--- config.mk ---
export PLATFORM = sky130hd
export DESIGN_NAME = sasa_tile_engine
export DESIGN_NICKNAME = d
export VERILOG_FILES = /design/src/rtl/sasa_tile_engine.sv
export SDC_FILE = /design/constraint.sdc
export NUM_CORES = 1
export LEC_CHECK = 0
export CORE_ASPECT_RATIO = 1.4
export CORE_MARGIN = 2
export CORE_UTILIZATION = 26
export CTS_BUF_LIST = sky130_fd_sc_hd__clkbuf_8
export DETAILED_ROUTE_END_ITERATION = 12
export PLACE_DENSITY = 0.43
export SLEW_MARGIN = 15
export SYNTH_ARGS = -nofsm -noshare
export SYNTH_HDL_FRONTEND = slang
export SYNTH_SLANG_ARGS = --single-unit
--- constraint.sdc ---
create_clock -name clk -period 7.55 [get_ports clk]
set_input_delay 0.755 -clock clk [delete_from_list [all_inputs] [get_ports clk]]
set_output_delay 0.755 -clock clk [all_outputs]
set_load 0.01 [all_outputs]
--- src/rtl/sasa_tile_engine.sv ---
// Tile engine: walks a score map in BLKxBLK tiles, finds each tile max and streams max-minus-element.
// Optional build macro SASA_CLAMP_EN adds clamp_val and saturates out_data at it.
module sasa_tile_engine #(
    parameter int DW     = 8,
    parameter int BLK    = 4,
    parameter int MAP_W  = 16,
    parameter int MAP_H  = 16,
    parameter int STRIDE = 4,
    parameter int AW     = 4
) (
    input  logic          clk,
    input  logic          reset,
    input  logic          start,
    output logic          data_req,
    output logic [AW-1:0] data_addr_x,
    output logic [AW-1:0] data_addr_y,
    input  logic [DW-1:0] data_in,
`ifdef SASA_CLAMP_EN
    input  logic [DW-1:0] clamp_val,
`endif
    output logic [DW-1:0] out_data,
    output logic          out_valid,
    input  logic          out_ready,
    output logic          out_last,
    output logic [DW-1:0] tile_max,
    output logic          tile_done,
    output logic          busy,
    output logic          finish
);

    localparam int N  = BLK * BLK;
    localparam int CW = $clog2(N + 1);
    localparam int IW = (N > 1) ? $clog2(N) : 1;

    localparam logic [AW-1:0] PX_LAST  = AW'(MAP_W - BLK);
    localparam logic [AW-1:0] PY_LAST  = AW'(MAP_H - BLK);
    localparam logic [AW-1:0] STEP     = AW'(STRIDE);
    localparam logic [AW-1:0] OFF_LAST = AW'(BLK - 1);
    localparam logic [CW-1:0] CNT_N    = CW'(N);
    localparam logic [CW-1:0] CNT_LAST = CW'(N - 1);
    localparam logic [CW-1:0] CNT_PEN  = CW'(N - 2);

    typedef enum logic [2:0] {S_IDLE, S_LOAD, S_FINDMAX, S_SUB, S_NEXT, S_DONE} state_t;

    state_t        state_q;
    logic [CW-1:0] cnt_q;
    logic [AW-1:0] px_q, py_q, ox_q, oy_q;
    logic [DW-1:0] tile_buf_q [N];
    logic [DW-1:0] acc_q, tile_max_q;
    logic          data_req_q, out_valid_q, out_last_q, tile_done_q, busy_q, finish_q;
    logic [AW-1:0] addr_x_q, addr_y_q;

    logic [CW-1:0] cnt_dec;
    logic [IW-1:0] idx, widx;
    logic [AW-1:0] ox_d, oy_d, px_d, py_d;
    logic          last_tile, accept;
    logic [DW-1:0] scan, fm_max, diff, out_val;

    assign cnt_dec   = cnt_q - CW'(1);
    assign idx       = cnt_q[IW-1:0];
    assign widx      = cnt_dec[IW-1:0];
    assign ox_d      = (ox_q == OFF_LAST) ? '0 : ox_q + AW'(1);
    assign oy_d      = (ox_q == OFF_LAST) ? oy_q + AW'(1) : oy_q;
    assign px_d      = (px_q < PX_LAST) ? px_q + STEP : '0;
    assign py_d      = (px_q < PX_LAST) ? py_q : py_q + STEP;
    assign last_tile = (px_q == PX_LAST) && (py_q == PY_LAST);
    assign accept    = out_valid_q && out_ready;

    // Strict compare keeps the earlier element on ties.
    assign scan   = tile_buf_q[idx];
    assign fm_max = (cnt_q == '0 || scan > acc_q) ? scan : acc_q;
    assign diff   = tile_max_q - scan;
`ifdef SASA_CLAMP_EN
    assign out_val = (diff > clamp_val) ? clamp_val : diff;
`else
    assign out_val = diff;
`endif

    assign out_data    = out_valid_q ? out_val : '0;
    assign out_valid   = out_valid_q;
    assign out_last    = out_last_q;
    assign tile_max    = tile_max_q;
    assign tile_done   = tile_done_q;
    assign busy        = busy_q;
    assign finish      = finish_q;
    assign data_req    = data_req_q;
    assign data_addr_x = addr_x_q;
    assign data_addr_y = addr_y_q;

    always_ff @(posedge clk or posedge reset) begin
        if (reset) begin
            state_q     <= S_IDLE;
            cnt_q       <= '0;
            px_q        <= '0;
            py_q        <= '0;
            ox_q        <= '0;
            oy_q        <= '0;
            acc_q       <= '0;
            tile_max_q  <= '0;
            data_req_q  <= 1'b0;
            addr_x_q    <= '0;
            addr_y_q    <= '0;
            out_valid_q <= 1'b0;
            out_last_q  <= 1'b0;
            tile_done_q <= 1'b0;
            busy_q      <= 1'b0;
            finish_q    <= 1'b0;
            for (int i = 0; i < N; i++) tile_buf_q[i] <= '0;
        end else begin
            tile_done_q <= 1'b0;
            case (state_q)
                S_IDLE, S_DONE: begin
                    if (start) begin
                        state_q    <= S_LOAD;
                        px_q       <= '0;
                        py_q       <= '0;
                        ox_q       <= '0;
                        oy_q       <= '0;
                        cnt_q      <= '0;
                        data_req_q <= 1'b1;
                        addr_x_q   <= '0;
                        addr_y_q   <= '0;
                        busy_q     <= 1'b1;
                        finish_q   <= 1'b0;
                    end
                end
                S_LOAD: begin
                    // Read data trails its request by one cycle, so write one slot behind.
                    if (cnt_q != '0) tile_buf_q[widx] <= data_in;
                    if (cnt_q == CNT_N) begin
                        state_q <= S_FINDMAX;
                        cnt_q   <= '0;
                    end else begin
                        cnt_q <= cnt_q + CW'(1);
                        if (cnt_q == CNT_LAST) begin
                            data_req_q <= 1'b0;
                        end else begin
                            ox_q     <= ox_d;
                            oy_q     <= oy_d;
                            addr_x_q <= px_q + ox_d;
                            addr_y_q <= py_q + oy_d;
                        end
                    end
                end
                S_FINDMAX: begin
                    acc_q <= fm_max;
                    if (cnt_q == CNT_LAST) begin
                        tile_max_q  <= fm_max;
                        state_q     <= S_SUB;
                        cnt_q       <= '0;
                        out_valid_q <= 1'b1;
                        out_last_q  <= (N == 1);
                    end else begin
                        cnt_q <= cnt_q + CW'(1);
                    end
                end
                S_SUB: begin
                    if (accept) begin
                        if (cnt_q == CNT_LAST) begin
                            out_valid_q <= 1'b0;
                            out_last_q  <= 1'b0;
                            tile_done_q <= 1'b1;
                            state_q     <= S_NEXT;
                        end else begin
                            cnt_q      <= cnt_q + CW'(1);
                            out_last_q <= (cnt_q == CNT_PEN);
                        end
                    end
                end
                S_NEXT: begin
                    if (last_tile) begin
                        state_q  <= S_DONE;
                        busy_q   <= 1'b0;
                        finish_q <= 1'b1;
                    end else begin
                        state_q    <= S_LOAD;
                        px_q       <= px_d;
                        py_q       <= py_d;
                        ox_q       <= '0;
                        oy_q       <= '0;
                        cnt_q      <= '0;
                        data_req_q <= 1'b1;
                        addr_x_q   <= px_d;
                        addr_y_q   <= py_d;
                    end
                end
                default: state_q <= S_IDLE;
            endcase
        end
    end

endmodule

==> reports/qor.csv <==
metric;value;unit
hold path depth;2;
Cell variety after synth;68;
share of cells above drive strength 1;27.0;%
hpwl dp;16800;µm
std cell rows;82;
Post-synth EDFFs;0;
proportion of netlist area held by the largest area contributor;47.5;%
cells after synthesis;755;
GRT overflow;0;
Lkg Pwr;0.00445;µW
RSZ-0062 raised after global routing;no;
clock root cell;clkbuf_8;
Slew @ Worst Pin;1.00;ns
Post-Synth XOR/XNOR Area;1.20;%
FF+latch count, synth;180;
Worst R2R Setup Slack;3.19;ns
Worst Hold Class;reg2reg;
final worst-path cycle share;74.9;%
deepest clock path buffer count;2;
combinational power share;51.7;%
Area growth syn-to-layout;13.4;%
WP data required;6.80;ns
global-route usage over all layers;13.2;%
Worst Path Arrival;4.90;ns
CP peak stage delay;0.77;ns
Crit. End Element;output pin;
gpl congestion;0.730;
Bufs and invs on worst path;3;
final antenna-violating net count;0;
initial antenna violation count;1;
TNS Setup;0;ns
status;finished clean;
final hold violations;0;
Synth Cell Area;9470;µm²
Die Y;230;µm
Max transition margin;33.3;%
CTS-repair resized insts;0;
worst skew pair latency;0.50;ns
Reg2Reg Depth;9;
IO Port Bufs;41;
vias per std cell;4.77;
I/O Pins;42;
Post-DP Area;10400;µm²
pin count of the biggest net entering global routing;75;
slowest CP cell;dfrtp_2;
top cells by area, synth;dfrtp_1, mux2_2, mux4_2, ha_1, mux2_1;
Fillers;3689;
top-count cell post-synth;dfrtp_1;
hold-fix buffer count after cts;0;
RR Endpoint;acc_q[0];
Worst VDD drop;0.000208;V
Max-Cap Viols;0;
vias;6006;
Switch Pwr;2020;µW
Int Pwr;2890;µW
First DRT Iteration DRCs;284;
crit path kind;reg2out;
Synth Net Count;801;
Crit path max-delay family;buffers and inverters;
Initial Utilization;26.4;%
CTS tree;done;
sequential area share after synthesis;47.5;%
post-CTS setup buffers;0;
Total Power;4910;µW
vias in the first global route;6258;
Synth Area in Simple Gates;10.2;%
first-pass iteration count of the detailed router;4;
htree depth;4;
Sw Ratio;41.1;%
CTS clk-pin slew, worst paths;0.09;ns
DRT Wirelength;23700;µm
Final Instance Area;10700;µm²
global-route wire length before repair;37600;µm
setup ws final;1.89;ns
Die W;165;µm
Clock Skews;0.0154;ns
Power Dens Cells;457;nW/µm²
total CTS buffers;17;
CP Max Fanout;21;
Startpoint Class;flip-flop;
# DRC;0;
multiplexer share of the synthesized area;24.4;%
Endpoint, Worst Hold;data_addr_x[3];
synth cell count leaders;dfrtp_1, mux2_2, nand2_1, ha_1, mux4_2;
max-slew violations;0;
post-place setup slack;2.30;ns
final setup fails;0;
async set or reset register ratio after synthesis;100;%
synthesized-area fraction occupied by adder cells;4.65;%
CTS sink count;180;
Hold Path Origin;data_addr_x[3];
critical path, cell by cell;buf_4, mux4_2, a22oi_1, nand2_1, inv_1, ha_1, nor2b_1, o2111ai_1, a31oi_1, or3b_2, o311ai_0, clkdlybuf4s50_1;
top_reg_cell synth;dfrtp_1;
crit path time final;5.66;ns
Nets;829;
power share of the clock group;13.5;%
Syn Area/Cell;12.5;µm²
Sequential Power Share;34.8;%
Die ar.;38000;µm²
WHS;0.487;ns
cell taking the most area after synthesis;dfrtp_1;
area of the core;35900;µm²
main combinational cell family by area after synthesis;multiplexers;
WL/cell;18.8;µm
reg2reg start;cnt_q[0];
yosys synthesis warning count;0;
Fmax achieved;0.177;GHz
Synth Area in Compound Gates;8.90;%
-- final cells by class --
class | instances | area (µm²) | share of cell area (%)
multi-input cells | 505 | 4680 | 43.6
flip-flops and latches | 180 | 4510 | 41.9
well taps | 462 | 578 | 5.38
repair buffers | 48 | 463 | 4.31
clock buffers | 21 | 289 | 2.69
inverters | 31 | 121 | 1.13
clock inverters | 11 | 101 | 0.943
diodes | 1 | 2.50 | 0.0233
-- through the flow --
stage / cells / utilization [%]
final: 1259 / 29.9
after floorplan: 755 / -
after detailed placement: 1226 / 28.8
after global routing: 1259 / 29.9
after CTS: 1258 / 29.9
after global placement: 1226 / 28.8
-- per-layer routing --
metal	vias up	GRT usage [%]	wire length [µm]	part of all wire (%)
met4	0	4.77	542	2.3
met5	-	0	0	0
met2	77	23.5	12600	53
li1	2843	-	-	-
met3	24	2.53	573	2.4
met1	3062	15.7	10000	42
-- cell families (layout without fill, tap and decap cells) --
group	count (synthesis)	after routing
DFF	180	180
muxes	174	174
and+or+nand+nor	164	164
AOI/OAI and AO/OA	119	119
buffers and inverters	70	111
adders and majority gates	34	34
xor gates and xnor gates	13	13
other	1	2
-- power groups by stage --
| stage | clock network [µW] | registers (µW) | logic, µW |
|---|---|---|---|
| floorplan | 0 | 1580 | 2020 |
| global route | 730 | 1770 | 2820 |
| global placement | 0 | 1730 | 2570 |
| detailed placement | 0 | 1740 | 2580 |
| CTS | 696 | 1720 | 2590 |
| finish | 660 | 1710 | 2540 |
-- tightest hold or removal path: stages (launching register included) --
cell and delay, ns:
dfrtp_1 0.35, nand2_1 0.05, o21ai_0 0.06
-- how the worst max path moves through the flow --
stage | startpoint | endpoint | slack, ns | depth (start not counted)
after CTS | cnt_q[0] | out_data[7] | 1.73 | 12
after detailed placement | cnt_q[0] | out_data[7] | 2.30 | 12
after floorplan | reset | acc_q[0] | 1.91 | 1
after global placement | cnt_q[0] | out_data[7] | 2.34 | 12
after global routing | cnt_q[0] | out_data[7] | 1.46 | 12
final | cnt_q[0] | out_data[7] | 1.89 | 12
-- registers in the layout, indices dropped and copies added (netlist names), 4 cells and up --
name	flops
px_q	4
data_addr_x	4
acc_q	8
oy_q	4
data_addr_y	4
ox_q	4
tile_max	8
tile_buf_q	128
cnt_q	5
-- layout by cell type, fill, tap and decap left out, types with 9 or more instances in the layout --
cell type and instances:
o31ai_1 14, nor2_4 16, nand3_1 10, o21ai_0 23
nand2_1 49, mux4_2 32, a22oi_1 17, ha_1 32
dfrtp_1 178, a21oi_1 11, nor2_1 24, nand2b_1 9
mux2_2 113, clkdlybuf4s50_1 41, clkbuf_8 21, inv_1 30
mux2i_1 10, mux2_1 19, a31oi_1 9
Power figures use the tool's default switching activity.
==> patch, RTL diff (same flow settings) <==
Build with the macro `SASA_CLAMP_EN` defined.
--- a/src/rtl/sasa_tile_engine.sv
+++ b/src/rtl/sasa_tile_engine.sv
@@ -2,2 +2,4 @@
 // Optional build macro SASA_CLAMP_EN adds clamp_val and saturates out_data at it.
+`define SASA_CLAMP_EN
+
 module sasa_tile_engine #(
Interface: changed (added clamp_val); port bits go from 42 to 50. No check against the original RTL was run, so the function may have changed too.
==> patch against the unedited design <==
Sequential share of layout area fell by 0.73 points. Final area rose by 1.8%. Via count rose by 4.4%. Global-route usage rose by 0.52 points. Setup slack got worse by 1200 ps. First-iteration DRC count rose by 27%. Routed wire length rose by 6.4%. Sequential cell count did not move. Synthesized cell count rose by 2.4%. Total power rose by 16%. Area after synthesis rose by 0.71%. Critical path depth rose by 4.
==> patch: results <==
set metrics [dict create \
    status "finished clean" \
    grt_max_degree 72 \
    drt-met1-wl_um 10440 \
    min_from "data_addr_y[1]$_DFFE_PP0P_" \
    antenna_cells 0 \
    synth.distinct_cells 63 \
    p_comb_mw 3.33 \
    wire_per_inst_um 19.47 \
    syn_nets 835 \
    clock_skew_ps 23.67 \
    max_slew_margin_pct 31.19 \
    cp.arrival_ps 6110 \
    ys_top_cells_by_count "dfrtp_1, mux2_2, nand2_1" \
    ys_top_cells_by_area "dfrtp_1, mux2_2, mux4_2" \
    fillers 3721 \
    dr_wl_met2_um 13400 \
    grt_use_total_pct 13.75 \
    p_leak_nw 4.708 \
    r2r-start "cnt_q[1]$_DFFE_PP0P_" \
    drtIter0Drc 362 \
    switching_power_mw 2.387 \
    drive_above_1_share_pct 28.59 \
    path_max_fanout 31 \
    place.gp.congestion 0.7440 \
    route.met3.wl_um 588 \
    top_layer_used "met5" \
    place_ws_ps 1114 \
    grt_first_pass_wirelength_um 40210 \
    via_count 6268 \
    io_buffers 49 \
]
==> patch: cell types whose count changed in the layout (fill, tap and decap cells not counted), sizes merged, moves of 8 or more <==
| cell | unedited run | this run |
|---|---|---|
| a22oi | 17 | 1 |
| inv | 31 | 43 |
| nand3 | 10 | 22 |
| o31ai | 14 | 3 |
| nand4 | 6 | 16 |
| clkdlybuf4s50 | 41 | 49 |
| ha | 32 | 40 |
| mux4 | 32 | 40 |
| nand2 | 50 | 58 |
| or4 | 8 | 0 |
==> patch: layer usage <==
| layer | global-route usage [%] | up-vias |
|---|---|---|
| li1 | - | 2922 |
| met1 | 15.90 | 3201 |
| met2 | 24.95 | 103 |
| met3 | 2.349 | 40 |
| met4 | 5.924 | 2 |
| met5 | 0 | - |
==> patch: path summary, 6_finish.rpt <==
| kind | to | slack [ps] | depth (start not counted) |
|---|---|---|---|
| max | out_data[0] | 690 | 16 |
| min | data_addr_y[1]$_DFFE_PP0P_ | 490 | 2 |
| max reg2reg | acc_q[0]$_DFFE_PP0P_ | 2920 | 10 |
| min reg2reg | data_addr_y[1]$_DFFE_PP0P_ | 490 | 2 |
| max in group asynchronous | tile_buf_q[46]$_DFFE_PP0P_ | 5640 | 3 |
| min in group asynchronous | ox_q[0]$_DFFE_PP0P_ | 600 | 2 |
==> patch: metrics by stage <==
| stage | std cells | util (%) | power [mW] | instance area [sq um] |
|---|---|---|---|---|
| 2_1_floorplan | 773 | - | 3.943 | 9540 |
| 3_3_place_gp | 1264 | 28.96 | 5.057 | 10560 |
| 3_5_place_dp | 1264 | 28.96 | 5.087 | 10560 |
| 4_1_cts | 1296 | 30.00 | 5.772 | 10940 |
| 5_1_grt | 1296 | 30.00 | 6.138 | 10940 |
| 6_report | 1296 | 30.00 | 5.680 | 10940 |
==> patch: cells by family (layout without fill, tap and decap cells) <==
family | after synthesis | after routing | synth area share (%)
compound gates | 100 | 100 | 7.069
xor+xnor | 16 | 16 | 1.548
fa+ha+maj | 42 | 42 | 5.666
buf+inv | 71 | 127 | 2.872
flops | 180 | 180 | 47.21
mux | 185 | 185 | 26.39
other cells | 1 | 1 | 0.03931
simple gates | 178 | 178 | 9.207
==> patch: critical path: stages, from the launching register on <==
cell             delay (ps)
dfrtp_2                1000
buf_4                   320
mux4_2                  510
mux4_2                  510
inv_1                   100
ha_1                    290
o2111a_1                190
o31a_1                  330
xnor2_2                 150
ha_1                    310
a211o_1                 300
a21oi_1                 100
o21ai_0                  90
o221a_2                 400
or2_2                   300
a21oi_1                 140
clkdlybuf4s50_1         550
==> patch: area by class of cell <==
type / instances / share of cell area (%)
Clock buffer: 17 / 2.140
Clock inverter: 15 / 1.339
Multi-Input combinational cell: 522 / 43.55
Inverter: 37 / 1.316
Tap cell: 467 / 5.343
Sequential cell: 180 / 41.21
Timing Repair Buffer: 58 / 5.103
